<file path="src/rtl/gpio_debounce_bank_pkg.sv">
// gpio_debounce_bank_pkg
// Shared constants and helpers for the GPIO connect layer debouncers.
// Contents:
//   GPIO_TICK_HZ         default debounce sampling tick rate (Hz)
//   GPIO_DEBOUNCE_TICKS  default number of disagreeing ticks before a new level is accepted
//   GPIO_LONG_TICKS      default hold ticks for a long-press event
//   GPIO_ACTIVE_LOW      default pin polarity (1 = pressed button reads 0)
//   pb_event_e           per-channel event decided on a given cycle
//   tick_divisor()       src_clk cycles per debounce tick
package gpio_debounce_bank_pkg;

  localparam int GPIO_TICK_HZ        = 1000;
  localparam int GPIO_DEBOUNCE_TICKS = 40;
  localparam int GPIO_LONG_TICKS     = 1000;
  localparam bit GPIO_ACTIVE_LOW     = 1'b1;

  typedef enum logic [1:0] {
    PB_EV_NONE    = 2'd0,
    PB_EV_PRESS   = 2'd1,
    PB_EV_RELEASE = 2'd2
  } pb_event_e;

  function automatic int tick_divisor(input int src_clk, input int tick_hz);
    return src_clk / tick_hz;
  endfunction

endpackage

</file>
<file path="src/rtl/gpio_tick_gen.sv">
// gpio_tick_gen
// Free-running divider producing a one-cycle enable every SRC_CLK/TICK_HZ
// cycles. No derived clock: consumers stay on src_clk and qualify with tick.
// Ports:
//   src_clk  in   sole clock, rising edge
//   rst_n    in   asynchronous active-low reset (counter returns to 0)
//   tick     out  high for one src_clk cycle when the counter is at its terminal value
`ifndef SOURCE_CLK
`define SOURCE_CLK 50_000_000
`endif

module gpio_tick_gen
  import gpio_debounce_bank_pkg::*;
#(
  parameter int SRC_CLK = `SOURCE_CLK,
  parameter int TICK_HZ = GPIO_TICK_HZ
) (
  input  logic src_clk,
  input  logic rst_n,
  output logic tick
);

  localparam int DIV = tick_divisor(SRC_CLK, TICK_HZ);
  localparam int W   = $clog2(DIV);
  localparam logic [W-1:0] LAST = W'(DIV - 1);

  // Refuse configurations where the tick would not be an exact integer
  // number of cycles or would be asserted continuously.
  if (DIV < 2 || (SRC_CLK % TICK_HZ) != 0) begin : g_bad_divisor
    $error("gpio_tick_gen: SRC_CLK/TICK_HZ must be an integer >= 2");
  end

  logic [W-1:0] count;

  // Counts 0..DIV-1 and wraps; tick marks the terminal value.
  always_ff @(posedge src_clk or negedge rst_n) begin
    if (!rst_n) begin
      count <= '0;
    end else if (count == LAST) begin
      count <= '0;
    end else begin
      count <= count + W'(1);
    end
  end

  assign tick = (count == LAST);

endmodule

</file>
<file path="src/rtl/gpio_debounce_bank.sv">
// gpio_debounce_bank
// Multi-channel push-button debouncer: 2-flop synchroniser, polarity
// normalisation and an independent tick-based filter per channel.
// Optional long-press detection is compiled in with GPIO_DEBOUNCE_LONG_EN.
// Ports:
//   src_clk     in   sole clock, rising edge
//   rst_n       in   asynchronous active-low reset
//   pb_in       in   raw asynchronous button pins [CHANNELS]
//   pb_level    out  debounced state, 1 = pressed regardless of polarity
//   pb_press    out  one-cycle pulse coincident with pb_level rising
//   pb_release  out  one-cycle pulse coincident with pb_level falling
//   pb_long     out  one-cycle pulse after LONG_TICKS ticks held (0 when compiled out)
`ifndef SOURCE_CLK
`define SOURCE_CLK 50_000_000
`endif

module gpio_debounce_bank
  import gpio_debounce_bank_pkg::*;
#(
  parameter int CHANNELS       = 4,
  parameter int SRC_CLK        = `SOURCE_CLK,
  parameter int TICK_HZ        = GPIO_TICK_HZ,
  parameter int DEBOUNCE_TICKS = GPIO_DEBOUNCE_TICKS,
  parameter bit ACTIVE_LOW     = GPIO_ACTIVE_LOW,
  parameter int LONG_TICKS     = GPIO_LONG_TICKS
) (
  input  logic                src_clk,
  input  logic                rst_n,
  input  logic [CHANNELS-1:0] pb_in,
  output logic [CHANNELS-1:0] pb_level,
  output logic [CHANNELS-1:0] pb_press,
  output logic [CHANNELS-1:0] pb_release,
  output logic [CHANNELS-1:0] pb_long
);

  localparam int CNT_W = $clog2(DEBOUNCE_TICKS + 1);
  localparam logic [CNT_W-1:0] CNT_LAST = CNT_W'(DEBOUNCE_TICKS - 1);
  // Pin level of a released button; synchronisers reset here so a button
  // held through reset looks like a fresh press, never a release.
  localparam logic [CHANNELS-1:0] IDLE_PINS = {CHANNELS{ACTIVE_LOW}};

  if (CHANNELS < 1 || DEBOUNCE_TICKS < 1 || LONG_TICKS < 1) begin : g_bad_params
    $error("gpio_debounce_bank: CHANNELS, DEBOUNCE_TICKS and LONG_TICKS must be >= 1");
  end

`ifdef GPIO_DEBOUNCE_LONG_EN
  localparam int HOLD_W = $clog2(LONG_TICKS + 1);
  localparam logic [HOLD_W-1:0] HOLD_MAX  = HOLD_W'(LONG_TICKS);
  localparam logic [HOLD_W-1:0] HOLD_LAST = HOLD_W'(LONG_TICKS - 1);
`endif

  logic                tick;
  logic [CHANNELS-1:0] sync_meta;
  logic [CHANNELS-1:0] sync_out;
  logic [CHANNELS-1:0] raw;

  gpio_tick_gen #(
    .SRC_CLK(SRC_CLK),
    .TICK_HZ(TICK_HZ)
  ) u_tick_gen (
    .src_clk(src_clk),
    .rst_n  (rst_n),
    .tick   (tick)
  );

  // Two-flop synchroniser on every pin.
  always_ff @(posedge src_clk or negedge rst_n) begin
    if (!rst_n) begin
      sync_meta <= IDLE_PINS;
      sync_out  <= IDLE_PINS;
    end else begin
      sync_meta <= pb_in;
      sync_out  <= sync_meta;
    end
  end

  assign raw = sync_out ^ IDLE_PINS;

  for (genvar i = 0; i < CHANNELS; i++) begin : g_ch
    logic             stable;
    logic [CNT_W-1:0] cnt;
    logic             press_q;
    logic             release_q;
    pb_event_e        ev;

    // The new level is accepted on the tick that completes DEBOUNCE_TICKS
    // consecutive disagreeing ticks.
    always_comb begin
      ev = PB_EV_NONE;
      if (tick && (raw[i] != stable) && (cnt == CNT_LAST)) begin
        ev = raw[i] ? PB_EV_PRESS : PB_EV_RELEASE;
      end
    end

    // Any cycle of agreement restarts the count, so a bounce back to the
    // stable level between ticks still discards the partial count.
    always_ff @(posedge src_clk or negedge rst_n) begin
      if (!rst_n) begin
        stable    <= 1'b0;
        cnt       <= '0;
        press_q   <= 1'b0;
        release_q <= 1'b0;
      end else begin
        press_q   <= (ev == PB_EV_PRESS);
        release_q <= (ev == PB_EV_RELEASE);
        if (raw[i] == stable) begin
          cnt <= '0;
        end else if (ev != PB_EV_NONE) begin
          stable <= raw[i];
          cnt    <= '0;
        end else if (tick) begin
          cnt <= cnt + CNT_W'(1);
        end
      end
    end

    assign pb_level[i]   = stable;
    assign pb_press[i]   = press_q;
    assign pb_release[i] = release_q;

`ifdef GPIO_DEBOUNCE_LONG_EN
    logic [HOLD_W-1:0] hold;
    logic              long_q;

    // Hold counter saturates at LONG_TICKS so the long pulse fires once per press.
    always_ff @(posedge src_clk or negedge rst_n) begin
      if (!rst_n) begin
        hold   <= '0;
        long_q <= 1'b0;
      end else begin
        long_q <= 1'b0;
        if (!stable) begin
          hold <= '0;
        end else if (tick && (hold != HOLD_MAX)) begin
          hold   <= hold + HOLD_W'(1);
          long_q <= (hold == HOLD_LAST);
        end
      end
    end

    assign pb_long[i] = long_q;
`else
    assign pb_long[i] = 1'b0;
`endif
  end

endmodule

</file>
<file path="config.mk">
export PLATFORM = sky130hd
export DESIGN_NAME = gpio_debounce_bank
export DESIGN_NICKNAME = d
export VERILOG_FILES = /design/src/rtl/gpio_debounce_bank_pkg.sv /design/src/rtl/gpio_tick_gen.sv /design/src/rtl/gpio_debounce_bank.sv
export SDC_FILE = /design/constraint.sdc
export NUM_CORES = 1
export LEC_CHECK = 0
export ABC_CLOCK_PERIOD_IN_PS = 2400
export CAP_MARGIN = 20
export CORE_MARGIN = 2
export CORE_UTILIZATION = 58
export DETAILED_ROUTE_END_ITERATION = 16
export PLACE_DENSITY_LB_ADDON = 0.05
export SYNTH_ARGS = -nofsm -noshare
export SYNTH_HDL_FRONTEND = slang
export SYNTH_HIERARCHICAL = 1
export SYNTH_SLANG_ARGS = --single-unit
</file>
<file path="constraint.sdc">
create_clock -name src_clk -period 2.4 [get_ports src_clk]
set_clock_uncertainty 0.1 [all_clocks]
set_input_delay 0.24 -clock src_clk [delete_from_list [all_inputs] [get_ports src_clk]]
set_output_delay 0.24 -clock src_clk [all_outputs]
set_load 0.02 [all_outputs]
</file>
==> parameters.txt <==
Parameter                              Value

CTS
  Number of buffers inserted during clock tree synthesis    9
  TritonCTS clock tree    done
  Clock-pin slew of the registers on the worst-case setup and hold paths    60 ps
  Clock Root Buffer    clkbuf_8
  Maximum number of buffers from clock root to sink    2
  Clk sinks    60
  Latest clock arrival within the worst-skew pair    320 ps
  H-Tree Level Count    3
  Quantity of gates resized following cts    0

Synthesis
  Average size of a mapped cell    10.7 sq um
  Yosys warnings    6
  Synth Register Bits    60
  EDFF count, synth    0
  Fraction of the yosys area taken by sequential cells    53.1%
  Gate count of the mapped netlist    265
  Synthesized area    2850 sq um
  Most used flip-flop cell after synthesis    dfrtp_1
  Async set-or-reset flop fraction in the synthesized netlist    100%
  Netlist cell types    46

Cells and area
  Post-synthesis to final-layout area growth    12.1%
  Total number of nets in the final design    288
  Post-layout instance count excluding filler cells    348
  Fill cell count    376
  Antenna diode count    0
  Share of final-layout standard cells stronger than drive strength 1    12.5%

Timing
  Final Cycle Share    92.2%
  Achievable clock frequency    452 MHz
  Setup-failing EPs final    0
  Remaining max-slew budget at the tightest pin    63.1%
  Post-route setup TNS    0 ps
  Final Critical Period    2210 ps
  Slack of the critical path    187 ps
  Final Hold Violating Endpoints    0
  Hold Worst Slack    223 ps
  Pins Over Slew Limit    0
  Setup repair after global routing missed its margin    no
  Worst-Margin Slew    554 ps

Run status
  Outcome    finished clean

Global routing
  Largest net degree at the start of global routing    38
  Global-route wire length before repair    8180 um
  Grt total ovfl    0
  Via count of the first global-routing pass    1,857
  Antenna violations before repair    0
  Overall track demand over capacity in global routing    19.7%

Pwr
  Part of the power in registers    54.0%
  Leakage    1.39 nW
  Power per Cell Area    597 nW/um^2
  Clock network fraction of design power    43.6%
  Total design power    1.91 mW
  Internal cell power    1.52 mW
  Sw Ratio    20.4%
  Combinational share of power    2.3%
  Switching power    0.388 mW
  Worst-case vdd ir drop    325 uV

Floorplanning
  Die Y    74.0 um
  Initial Utilization    60.2%
  Die area    5480 sq um
  IO Pins    22
  Core area    4720 sq um
  Overall die width    74.0 um
  Number of standard-cell rows in the floorplan    25

Routing
  Routed wire per std cell    13.2 um
  Detailed-route vias per instance    5.44
  Vias post-DR    1,892
  Post-detailed-route count of antenna-violating nets    0
  Drc violations    0
  First-pass iteration count of the detailed router    4
  Final wirelength    4590 um
  DRT iter0 DRCs    61

Critical path
  Req. time, crit path    2540 ps
  Endpoint arrival time on the critical path    2360 ps
  Startpoint-to-endpoint class of the critical path    register to register
  Startpoint kind of the worst setup timing path    register
  Nature of the critical path endpoint    register
  Maximum fanout along the worst path    6

Placed design
  Placed cell count    332
  Post-DP HPWL    3050 um
  Dpl ws    184 ps
  Gpl congestion    0.833
  Number of I/O port buffers    17

Run
  Count of max-cap constraint violations    0

Hold path
  Worst hold path class    input pin to register
==> sequential cells by signal, indices dropped and copies added, names as in the netlist <==
signal,cells
g_ch.cnt,24
u_tick_gen/count,16
g_ch.press_q,4
g_ch.release_q,4
g_ch.stable,4
sync_meta,4
sync_out,4
==> cells in the final DEF (no fill, tap or decap), types with 4 or more instances in the layout <==
| cell type | count |
|---|---|
| xnor2_1 | 4 |
| nand4_1 | 14 |
| ha_1 | 5 |
| nand3_1 | 7 |
| nor2_1 | 19 |
| inv_1 | 6 |
| dfstp_2 | 8 |
| clkdlybuf4s50_1 | 16 |
| nand2_1 | 32 |
| a31oi_1 | 4 |
| xor2_1 | 20 |
| a21oi_1 | 13 |
| clkbuf_8 | 13 |
| conb_1 | 4 |
| and4_1 | 6 |
| dfrtp_1 | 52 |
| a211o_1 | 7 |
==> cells by family after synthesis <==
| group | Yosys count | synth area share (%) |
|---|---|---|
| AND/OR/NAND/NOR | 103 | 20.1 |
| multiplexers | 3 | 1.06 |
| XOR/XNOR | 24 | 7.39 |
| buffers and inverters | 32 | 7.17 |
| AO/OA/AOI/OAI | 37 | 8.79 |
| other | 1 | 0.132 |
| adder cells (fa/ha/maj) | 5 | 2.20 |
| flip-flops | 60 | 53.1 |
==> final timing paths <==
kind | start | endpoint | slack, ps | cells past startpoint
min in group asynchronous | rst_n | g_ch[1].press_q | 350 | 2
max | u_tick_gen/count[0] | g_ch[2].cnt[5] | 190 | 7
max in group asynchronous | rst_n | sync_meta[0] | 1200 | 3
min reg2reg | sync_meta[2] | sync_out[2] | 250 | 0
max reg2reg | u_tick_gen/count[0] | g_ch[2].cnt[5] | 190 | 7
min | pb_in[2] | sync_meta[2] | 220 | 1
==> metrics by stage <==
step | utilization, % | cell area (sq um)
floorplan | - | 2860
global placement | 63.4 | 2990
detailed placement | 63.4 | 2990
CTS | 67.5 | 3190
global route | 67.5 | 3190
finish | 67.5 | 3190
==> Yosys cell counts (5+ instances only) <==
| cell | instances | area, sq um |
|---|---|---|
| a21oi_1 | 13 | 65.1 |
| nor2_1 | 19 | 71.3 |
| dfstp_2 | 8 | 210 |
| xor2_1 | 20 | 175 |
| and4_1 | 6 | 52.6 |
| buf_2 | 5 | 25.0 |
| buf_4 | 18 | 135 |
| nand3_1 | 7 | 35.0 |
| nand2_1 | 32 | 120 |
| dfrtp_1 | 52 | 1300 |
| nand4_1 | 14 | 87.6 |
| ha_1 | 5 | 62.6 |
| inv_1 | 6 | 22.5 |
| a211o_1 | 7 | 61.3 |
==> worst max-delay path, cell delays in order (launching register included) <==
cell and delay (ps):
dfrtp_1 380, ha_1 190, and3_1 260, and4_1 400, buf_4 200, nand2_1 70, or3_1 370, a31oi_1 170
==> area by class of cell <==
type                       instances  area [sq um]  area share (%)
tap                               67          83.8            2.63
clock buffer                      14           183            5.73
inverter                           7          28.8           0.902
timing repair buffer              23           238            7.45
sequential                        60          1510            47.4
clock inverter                     1          5.00           0.157
multi-input combinational        176          1140            35.8
==> power groups by stage <==
stage / Sequential (mW) / Combinational [mW] / Clock (mW)
finish: 1.03 / 0.0444 / 0.832
global route: 1.03 / 0.0513 / 0.904
CTS: 1.03 / 0.0467 / 0.860
detailed placement: 1.05 / 0.0455 / 0
global placement: 1.05 / 0.0444 / 0
floorplan: 1.05 / 0.0163 / 0
==> timing repair <==
action,4_1_cts,5_1_grt
endpoints found under the hold margin,18,0
buffers inserted,0,0
hold buffers,1,0
==> layer usage <==
metal  vias to the layer above  routed length, um  global-route usage, %
li1                        942                  -                      -
met1                       918               2040                   24.6
met2                        25               2350                   32.8
met3                         7                123                   4.07
met4                         0                 70                   9.70
met5                         -                  0                      0
No activity file was read; power rests on OpenSTA's default activity.
